--- src/rtl/vec_sweep_pkg.sv ---
// Shared definitions for the vector sweeper: state encoding, sweep size
// and the hold-timer width helper.
package vec_sweep_pkg;

  localparam int NVEC  = 32;
  localparam int IDX_W = 5;

  typedef enum logic [1:0] {
    ST_IDLE  = 2'd0,
    ST_APPLY = 2'd1,
    ST_DONE  = 2'd2
  } state_t;

  // Hold timer width: clog2(hold), never less than one bit.
  function automatic int timer_width(input int hold);
    return ($clog2(hold) < 1) ? 1 : $clog2(hold);
  endfunction

endpackage

--- src/rtl/vec_sweep_if.sv ---
// Bus between the sweeper and the downstream select/combine stage.
// There is no handshake on this bus: the master drives a registered
// vector (sel, A, B, C, D) and holds it for a whole window; the slave
// answers combinationally on Y, which the master samples at the end of
// the window. No valid/ready qualifiers are needed because the sweeper
// owns all timing.
interface vec_sweep_if;
  logic sel;
  logic A;
  logic B;
  logic C;
  logic D;
  logic Y;

  modport master (output sel, output A, output B, output C, output D, input Y);
  modport slave  (input sel, input A, input B, input C, input D, output Y);
endinterface

--- src/rtl/hold_timer.sv ---
// Loadable down-counter that measures how long each vector is held.
// It stops at zero and stays there until the next load.
module hold_timer #(
  parameter int W = 4
) (
  input  logic         clk,
  input  logic         rst_n,
  input  logic         load,
  input  logic         en,
  input  logic [W-1:0] i_load_val,
  output logic         zero
);

  logic [W-1:0] r_cnt;

  // Load has priority; otherwise count down while enabled and not at zero.
  always_ff @(posedge clk or negedge rst_n) begin
    if (!rst_n) begin
      r_cnt <= '0;
    end else if (load) begin
      r_cnt <= i_load_val;
    end else if (en && (r_cnt != '0)) begin
      r_cnt <= r_cnt - 1'b1;
    end
  end

  assign zero = (r_cnt == '0);

endmodule

--- src/rtl/vec_sweep_gen.sv ---
// Sweeps the 32 input combinations of the downstream select/combine stage,
// holding each for HOLD clocks and capturing Y at the end of every window
// into a 32-bit signature plus a ones count.
module vec_sweep_gen
  import vec_sweep_pkg::*;
#(
  parameter int HOLD = 10
) (
  input  logic               clk,
  input  logic               rst_n,
  input  logic               start,
  input  logic               abort,
  output logic               busy,
  output logic               done,
  output logic [NVEC-1:0]    sig,
  output logic [5:0]         ones_cnt,
  output state_t             o_dbg_state,
  vec_sweep_if.master        bus
);

  localparam int            CW     = timer_width(HOLD);
  localparam logic [CW-1:0] RELOAD = CW'(HOLD - 1);
  localparam logic [IDX_W-1:0] LAST_IDX = IDX_W'(NVEC - 1);

  state_t            r_state;
  state_t            w_next;
  logic [IDX_W-1:0]  r_idx;
  logic [NVEC-1:0]   r_sig;
  logic [5:0]        r_ones;

  logic w_load;
  logic w_clear;
  logic w_capture;
  logic w_adv;
  logic w_idx_rst;
  logic w_zero;
  logic w_en;

  assign w_en = (r_state == ST_APPLY);

  hold_timer #(
    .W (CW)
  ) u_hold_timer (
    .clk        (clk),
    .rst_n      (rst_n),
    .load       (w_load),
    .en         (w_en),
    .i_load_val (RELOAD),
    .zero       (w_zero)
  );

  // State register.
  always_ff @(posedge clk or negedge rst_n) begin
    if (!rst_n) begin
      r_state <= ST_IDLE;
    end else begin
      r_state <= w_next;
    end
  end

  // Next state and datapath controls; abort overrides everything, start is
  // only honoured outside APPLY.
  always_comb begin
    w_next    = r_state;
    w_load    = 1'b0;
    w_clear   = 1'b0;
    w_capture = 1'b0;
    w_adv     = 1'b0;
    w_idx_rst = 1'b0;
    if (abort) begin
      w_next    = ST_IDLE;
      w_idx_rst = 1'b1;
    end else begin
      case (r_state)
        ST_IDLE, ST_DONE: begin
          if (start) begin
            w_next    = ST_APPLY;
            w_load    = 1'b1;
            w_clear   = 1'b1;
            w_idx_rst = 1'b1;
          end
        end
        ST_APPLY: begin
          if (w_zero) begin
            w_capture = 1'b1;
            if (r_idx == LAST_IDX) begin
              w_next = ST_DONE;
            end else begin
              w_adv  = 1'b1;
              w_load = 1'b1;
            end
          end
        end
        default: begin
          w_next    = ST_IDLE;
          w_idx_rst = 1'b1;
        end
      endcase
    end
  end

  // Vector index, response signature and ones count. Abort leaves the
  // partial signature and count in place; only a new start clears them.
  always_ff @(posedge clk or negedge rst_n) begin
    if (!rst_n) begin
      r_idx  <= '0;
      r_sig  <= '0;
      r_ones <= '0;
    end else begin
      if (w_idx_rst) begin
        r_idx <= '0;
      end else if (w_adv) begin
        r_idx <= r_idx + 1'b1;
      end
      if (w_clear) begin
        r_sig  <= '0;
        r_ones <= '0;
      end else if (w_capture) begin
        r_sig[r_idx] <= bus.Y;
        r_ones       <= r_ones + {5'd0, bus.Y};
      end
    end
  end

  // The vector is the index register itself: 0 in IDLE, 31 held in DONE.
  assign bus.sel = r_idx[4];
  assign bus.A   = r_idx[3];
  assign bus.B   = r_idx[2];
  assign bus.C   = r_idx[1];
  assign bus.D   = r_idx[0];

  assign busy        = (r_state == ST_APPLY);
  assign done        = (r_state == ST_DONE);
  assign sig         = r_sig;
  assign ones_cnt    = r_ones;
  assign o_dbg_state = r_state;

endmodule

--- src/flat_wrapper.sv ---
// flat-port wrapper written by rule: the top's interface ports become plain ports
module vec_sweep_gen_flat import vec_sweep_pkg::*;
#(
  parameter int HOLD = 10
)
  (clk, rst_n, start, abort, busy, done, sig, ones_cnt, o_dbg_state, bus_sel, bus_A, bus_B, bus_C, bus_D, bus_Y);
  vec_sweep_if bus_i ();
  input  logic clk;
  input  logic rst_n;
  input  logic start;
  input  logic abort;
  output logic busy;
  output logic done;
  output logic [NVEC-1:0] sig;
  output logic [5:0] ones_cnt;
  output state_t o_dbg_state;
  output wire logic [$bits(bus_i.sel)-1:0] bus_sel;
  output wire logic [$bits(bus_i.A)-1:0] bus_A;
  output wire logic [$bits(bus_i.B)-1:0] bus_B;
  output wire logic [$bits(bus_i.C)-1:0] bus_C;
  output wire logic [$bits(bus_i.D)-1:0] bus_D;
  input wire logic [$bits(bus_i.Y)-1:0] bus_Y;
  assign bus_sel = bus_i.sel;
  assign bus_A = bus_i.A;
  assign bus_B = bus_i.B;
  assign bus_C = bus_i.C;
  assign bus_D = bus_i.D;
  assign bus_i.Y = bus_Y;
  vec_sweep_gen #(.HOLD(HOLD)) u_core (.clk(clk), .rst_n(rst_n), .start(start), .abort(abort), .busy(busy), .done(done), .sig(sig), .ones_cnt(ones_cnt), .o_dbg_state(o_dbg_state), .bus(bus_i));
endmodule
--- config.mk ---
export PLATFORM = sky130hd
export DESIGN_NAME = vec_sweep_gen_flat
export DESIGN_NICKNAME = d
export VERILOG_FILES = /design/src/rtl/vec_sweep_pkg.sv /design/src/rtl/vec_sweep_if.sv /design/src/rtl/hold_timer.sv /design/src/rtl/vec_sweep_gen.sv /design/src/flat_wrapper.sv
export SDC_FILE = /design/constraint.sdc
export NUM_CORES = 1
export LEC_CHECK = 0
export CAP_MARGIN = 30
export CORE_MARGIN = 3
export CORE_UTILIZATION = 56
export CTS_CLUSTER_DIAMETER = 150
export CTS_CLUSTER_SIZE = 28
export DETAILED_ROUTE_END_ITERATION = 8
export PLACE_DENSITY = 0.94
export SETUP_SLACK_MARGIN = 0.02
export SYNTH_ARGS = -nofsm -noshare
export SYNTH_HDL_FRONTEND = slang
export SYNTH_SLANG_ARGS = --single-unit
--- constraint.sdc ---
create_clock -name clk -period 5.2 [get_ports clk]
set_input_delay 1.04 -clock clk [delete_from_list [all_inputs] [get_ports clk]]
set_output_delay 1.04 -clock clk [all_outputs]
set_load 0.02 [all_outputs]
# After elaboration in Yosys (flattened, before gate mapping)
# Index checks and enable logic that the tools add are counted.
# word_totals
regBits	49
elab_cells	56
input_bits	5
output_inout_bits	47
# op_classes
add_sub_neg	3
n_lt_le_gt_ge	2
n_mux	30
n_reduce_logical	10
n_eq_ne	6
# op_table
cell	n
32-bit 2-to-1 mux	2
32-bit bitwise mux	1
1-bit 2-to-1 mux	13
6-bit 2-to-1 mux	2
5-bit 2-to-1 mux	2
2-bit 2-to-1 mux	4
4-bit 2-to-1 mux	2
6-bit by 1-bit adder with 6-bit output	1
5-bit by 6-bit < comparator with 1-bit output, second input constant	1
3-bit by 2-bit != test with 1-bit output, second input constant	2
2-bit nonzero test	3
5-bit by 1-bit adder with 5-bit output, second input constant	1
1-bit demux with 5-bit select	1
5-bit == test, second input constant	1
5-bit by 1-bit greater-or-equal comparator with 1-bit output, second input constant	1
4-bit zero test	1
1-bit one-hot mux with 2 select lines	2
2-bit one-hot mux with 2 select lines	1
4-bit nonzero test	1
4-bit by 1-bit subtractor with 4-bit output, second input constant	1
3-bit != test, second input constant	1
3-bit AND reduction	1
2-bit by 1-bit == test with 1-bit output, second input constant	1
2-bit == test, second input constant	1
other kinds (3)	4

# Logic depth before layout (Yosys ltp)
# depth
word_depth	7
ltp_mapped	7
mapped_depth_nobuf	6

# Cells and area by module
# From an unflattened synthesis, not the netlist that was laid out.
# unflattened
hier_cells	254
hier_area_um2	2571.2
# by_module_without_submodules
mod	seq_area_each_um2	n_inst	area_per_inst_um2	cells_each
vec_sweep_gen	1126.1	1	2301.0	227
hold_timer	100.1	1	270.3	27

# Least setup slack after synthesis
# No wires, ideal clock.
# synth_timing
path_kind	input -> register
start	in abort
end	reg u_core.r_ones[3] (netlist: u_core.ones_cnt[3])
n_path_buf	1
path_stages	4
t_required_ps	5122
slack_ps	2969
setup_ps	78
arrival_time_ps	2153
cell_sequence	or3b_1 > clkbuf_1 > or4_1 > a21boi_1
# synth_via
elab_chain_cells	2
word_cells_on_any_way	4
cone_classes	mux: 3; reduce/logical: 1
# synth_rtl
item	line	text
start: declaration	flat_wrapper.sv:11	input logic abort;
1-bit 2-to-1 mux	vec_sweep_gen.sv:70	if (abort) begin
6-bit 2-to-1 mux or 2-bit nonzero test (tied branches)	n/a	
end signal: assignment	vec_sweep_gen.sv:120	r_ones <= r_ones + {5'd0, bus.Y};
end: declaration	vec_sweep_gen.sv:29	logic [5:0] r_ones;
# Parallel ways exist; a longest one is shown, timed or not.
# A chain may end at the register's enable or synchronous reset.

# Worst setup path after layout
# layout_timing
start	reg u_core.r_state[1] (netlist: u_core.o_dbg_state[1])
end	out busy
# layout_via
elab_chain_cells	1
# layout_rtl
item	line	text
start: declaration	vec_sweep_gen.sv:25	state_t r_state;
start signal: assignment	vec_sweep_gen.sv:57	r_state <= w_next;
2-bit by 1-bit == test with 1-bit output	vec_sweep_gen.sv:132	assign busy = (r_state == ST_APPLY);
end: declaration	flat_wrapper.sv:12	output logic busy;
# Every way passes these cells.

==> flow_summary.ini <==
[sta]
worst_hold_slack_ps = 529.8
slew_headroom = 0.3380
slew_viol_final = 0
fmax_mhz = 310.9
setup_viol = 0
hold_violations = 0
fin_skew_ps = 4.374
period_share = 0.6185
rsz0062_at_grt = false
max_slew.worst_pin.slew_ps = 990.5
min_period_ps = 3216
finalSetupTns_ps = 0

[setup_path]
cp_slowest_stage_delay_ps = 620
crit_slowest_cell = clkdlybuf4s50_1
worst_ep_required_time_ps = 4160
cp-start-kind = flip-flop
crit_buf_inv = 2
reg2reg_depth = 5
crit_fanout = 11
cp_cell_sequence = nand2b_1 -> clkinv_1 -> clkdlybuf4s50_1
cp_top_family = buffers and inverters
cp-end-kind = primary output
path_class = reg2out
crit_arrival_ps = 2180
path_depth = 3

[logic_synthesis]
yosys_warnings = 0
synth_top_area_frac = 0.4664
yosysTopAreaCell = dfrtp_1
syn_area_um2 = 2629
syn_nets = 281
synthTopCellsByArea = dfrtp_1, mux2i_1, nand3_1
synth_enable_flop_cells = 0
synthArstFlopShare = 1.000
synth_area_per_cell_um2 = 9.809
synth_seq_area_share = 0.4664
syn_inst = 268
synth_seq_cells = 49
synth_cell_types = 38
synth_top_flop_cell = dfrtp_1

[die]
placementRows = 24
die_h_um = 74.52
dieArea_um2 = 5552
start_util = 0.5915
core_area_um2 = 4444
fp.dieW_um = 74.52
io_pins = 52

[clock_network]
cts_sinks = 49
clkLatencyLatePin_ps = 310
cts_tree = built
ctsHoldBuffers = 0
clockBufferDepth = 2
cts.clk_slew.worst_paths_ps = 90
cts_setup_buffers = 0
ctsResizeCount = 0
numCtsBuffers = 5
cts-root-buf = clkbuf_8
h-tree-depth = 2

[global_route]
grt_overflow = 0
antenna_found_initial = 0
grtUsageTotal = 0.2346
grt_max_degree = 44
grt_pass1_vias = 2152
grt_first_pass_wirelength_um = 10150

[cells_and_area]
multi_input_area_um2 = 1259
layout.nets = 319
syn2layout_area_growth_pct = 24.27
fill_cells = 321
final_util = 0.7351
regArea_um2 = 1226
diodes = 0
drive_above_1_share = 0.05537

[detailed_routing]
first_pass_iters = 4
antenna_left = 0
drt-total-wl_um = 6120
wl_per_cell_um = 17.05
drc = 0
vias = 2224
drt-vias-per-instance = 6.195
drt_iter0_drc = 138

[flow_run]
cap_violations = 0

[pwr]
p_per_area_nw_per_um2 = 247.0
p_total_w = 0.0008068
ir_drop_mv = 0.1574
p_leak_nw = 1.565

[min_path]
hold_depth = 2
hold_class = reg2reg

[placed_design]
io_buffer_count = 51
hpwl_um = 4027
place_congestion = 0.8076

[run_status]
status = completed
-- worst min-delay path: cells and delay by family, from the launching register on --
family           cells  cell delay [ps]
flip-flops           1              380
AND/OR/NAND/NOR      1               60
multiplexers         1               60
-- state kept, by name, summed over array words and instances, names as in the netlist --
signal and cells:
u_core.o_dbg_state 2, u_core.r_idx 5, u_core.ones_cnt 6, u_core.sig 32, u_core.u_hold_timer.r_cnt 4
-- per-stage QoR --
stage,setup WS [ps],cells,area [um2]
final,1984,359,3267
after detailed placement,2013,351,3147
after CTS,2014,359,3267
after global routing,1855,359,3267
after global placement,2076,350,3127
after floorplan,2969,268,2629
-- routing by layer --
layer | track usage | routed length, um | vias to the layer above
li1 | - | - | 1027
met1 | 0.3119 | 2699 | 1108
met2 | 0.3854 | 2989 | 79
met3 | 0.04324 | 349 | 10
met4 | 0.08300 | 82 | 0
met5 | 0 | 0 | -
-- Yosys cell counts, drive strengths merged (3+ instances only) --
cell type / number
o41ai: 3
dfrtp: 49
nand3: 43
inv: 9
ha: 8
a21oi: 3
nor3b: 5
o21ai: 5
and3b: 3
nand2b: 5
buf: 9
or3b: 3
clkbuf: 16
nand2: 37
mux2i: 36
-- cells by family after synthesis --
logic type | Yosys count | synth area share
compound gates | 23 | 0.06568
flops | 49 | 0.4664
buf+inv | 36 | 0.05664
fa+ha+maj | 8 | 0.03808
mux | 36 | 0.1371
simple gates | 116 | 0.2361
-- cell usage in the layout (no fill, tap or decap), drive strengths merged, types with 5 or more instances in the layout --
| master | n |
|---|---|
| buf | 6 |
| clkbuf | 6 |
| clkdlybuf4s50 | 50 |
| dfrtp | 49 |
| ha | 8 |
| inv | 9 |
| mux2i | 36 |
| nand2 | 37 |
| nand2b | 5 |
| nand3 | 43 |
| nor3b | 5 |
| o21ai | 5 |
-- cell type report --
class | count | area share
clock buffer | 6 | 0.02528
clock inverter | 2 | 0.01149
inverter | 11 | 0.01264
multi-input combinational | 183 | 0.3853
sequential | 49 | 0.3753
tap | 52 | 0.01992
timing repair buffer | 56 | 0.1701
-- report_power, final --
group          internal (W)  leakage, nW  switching, W  total, W
clock network      0.000156       0.0574      0.000129  0.000285
registers          0.000395        0.674     0.0000154  0.000410
logic             0.0000371        0.833     0.0000740  0.000111
-- final timing paths --
kind | from | to | slack, ps
max | u_core.o_dbg_state[1] | busy | 1980
min | u_core.sig[29] | u_core.sig[29] | 530
max reg2reg | u_core.u_hold_timer.r_cnt[0] | u_core.ones_cnt[5] | 3060
min reg2reg | u_core.sig[29] | u_core.sig[29] | 530
max in group asynchronous | rst_n | u_core.sig[5] | 4020
min in group asynchronous | rst_n | u_core.u_hold_timer.r_cnt[2] | 660
Note: power is estimated with default switching activity, not from simulation.
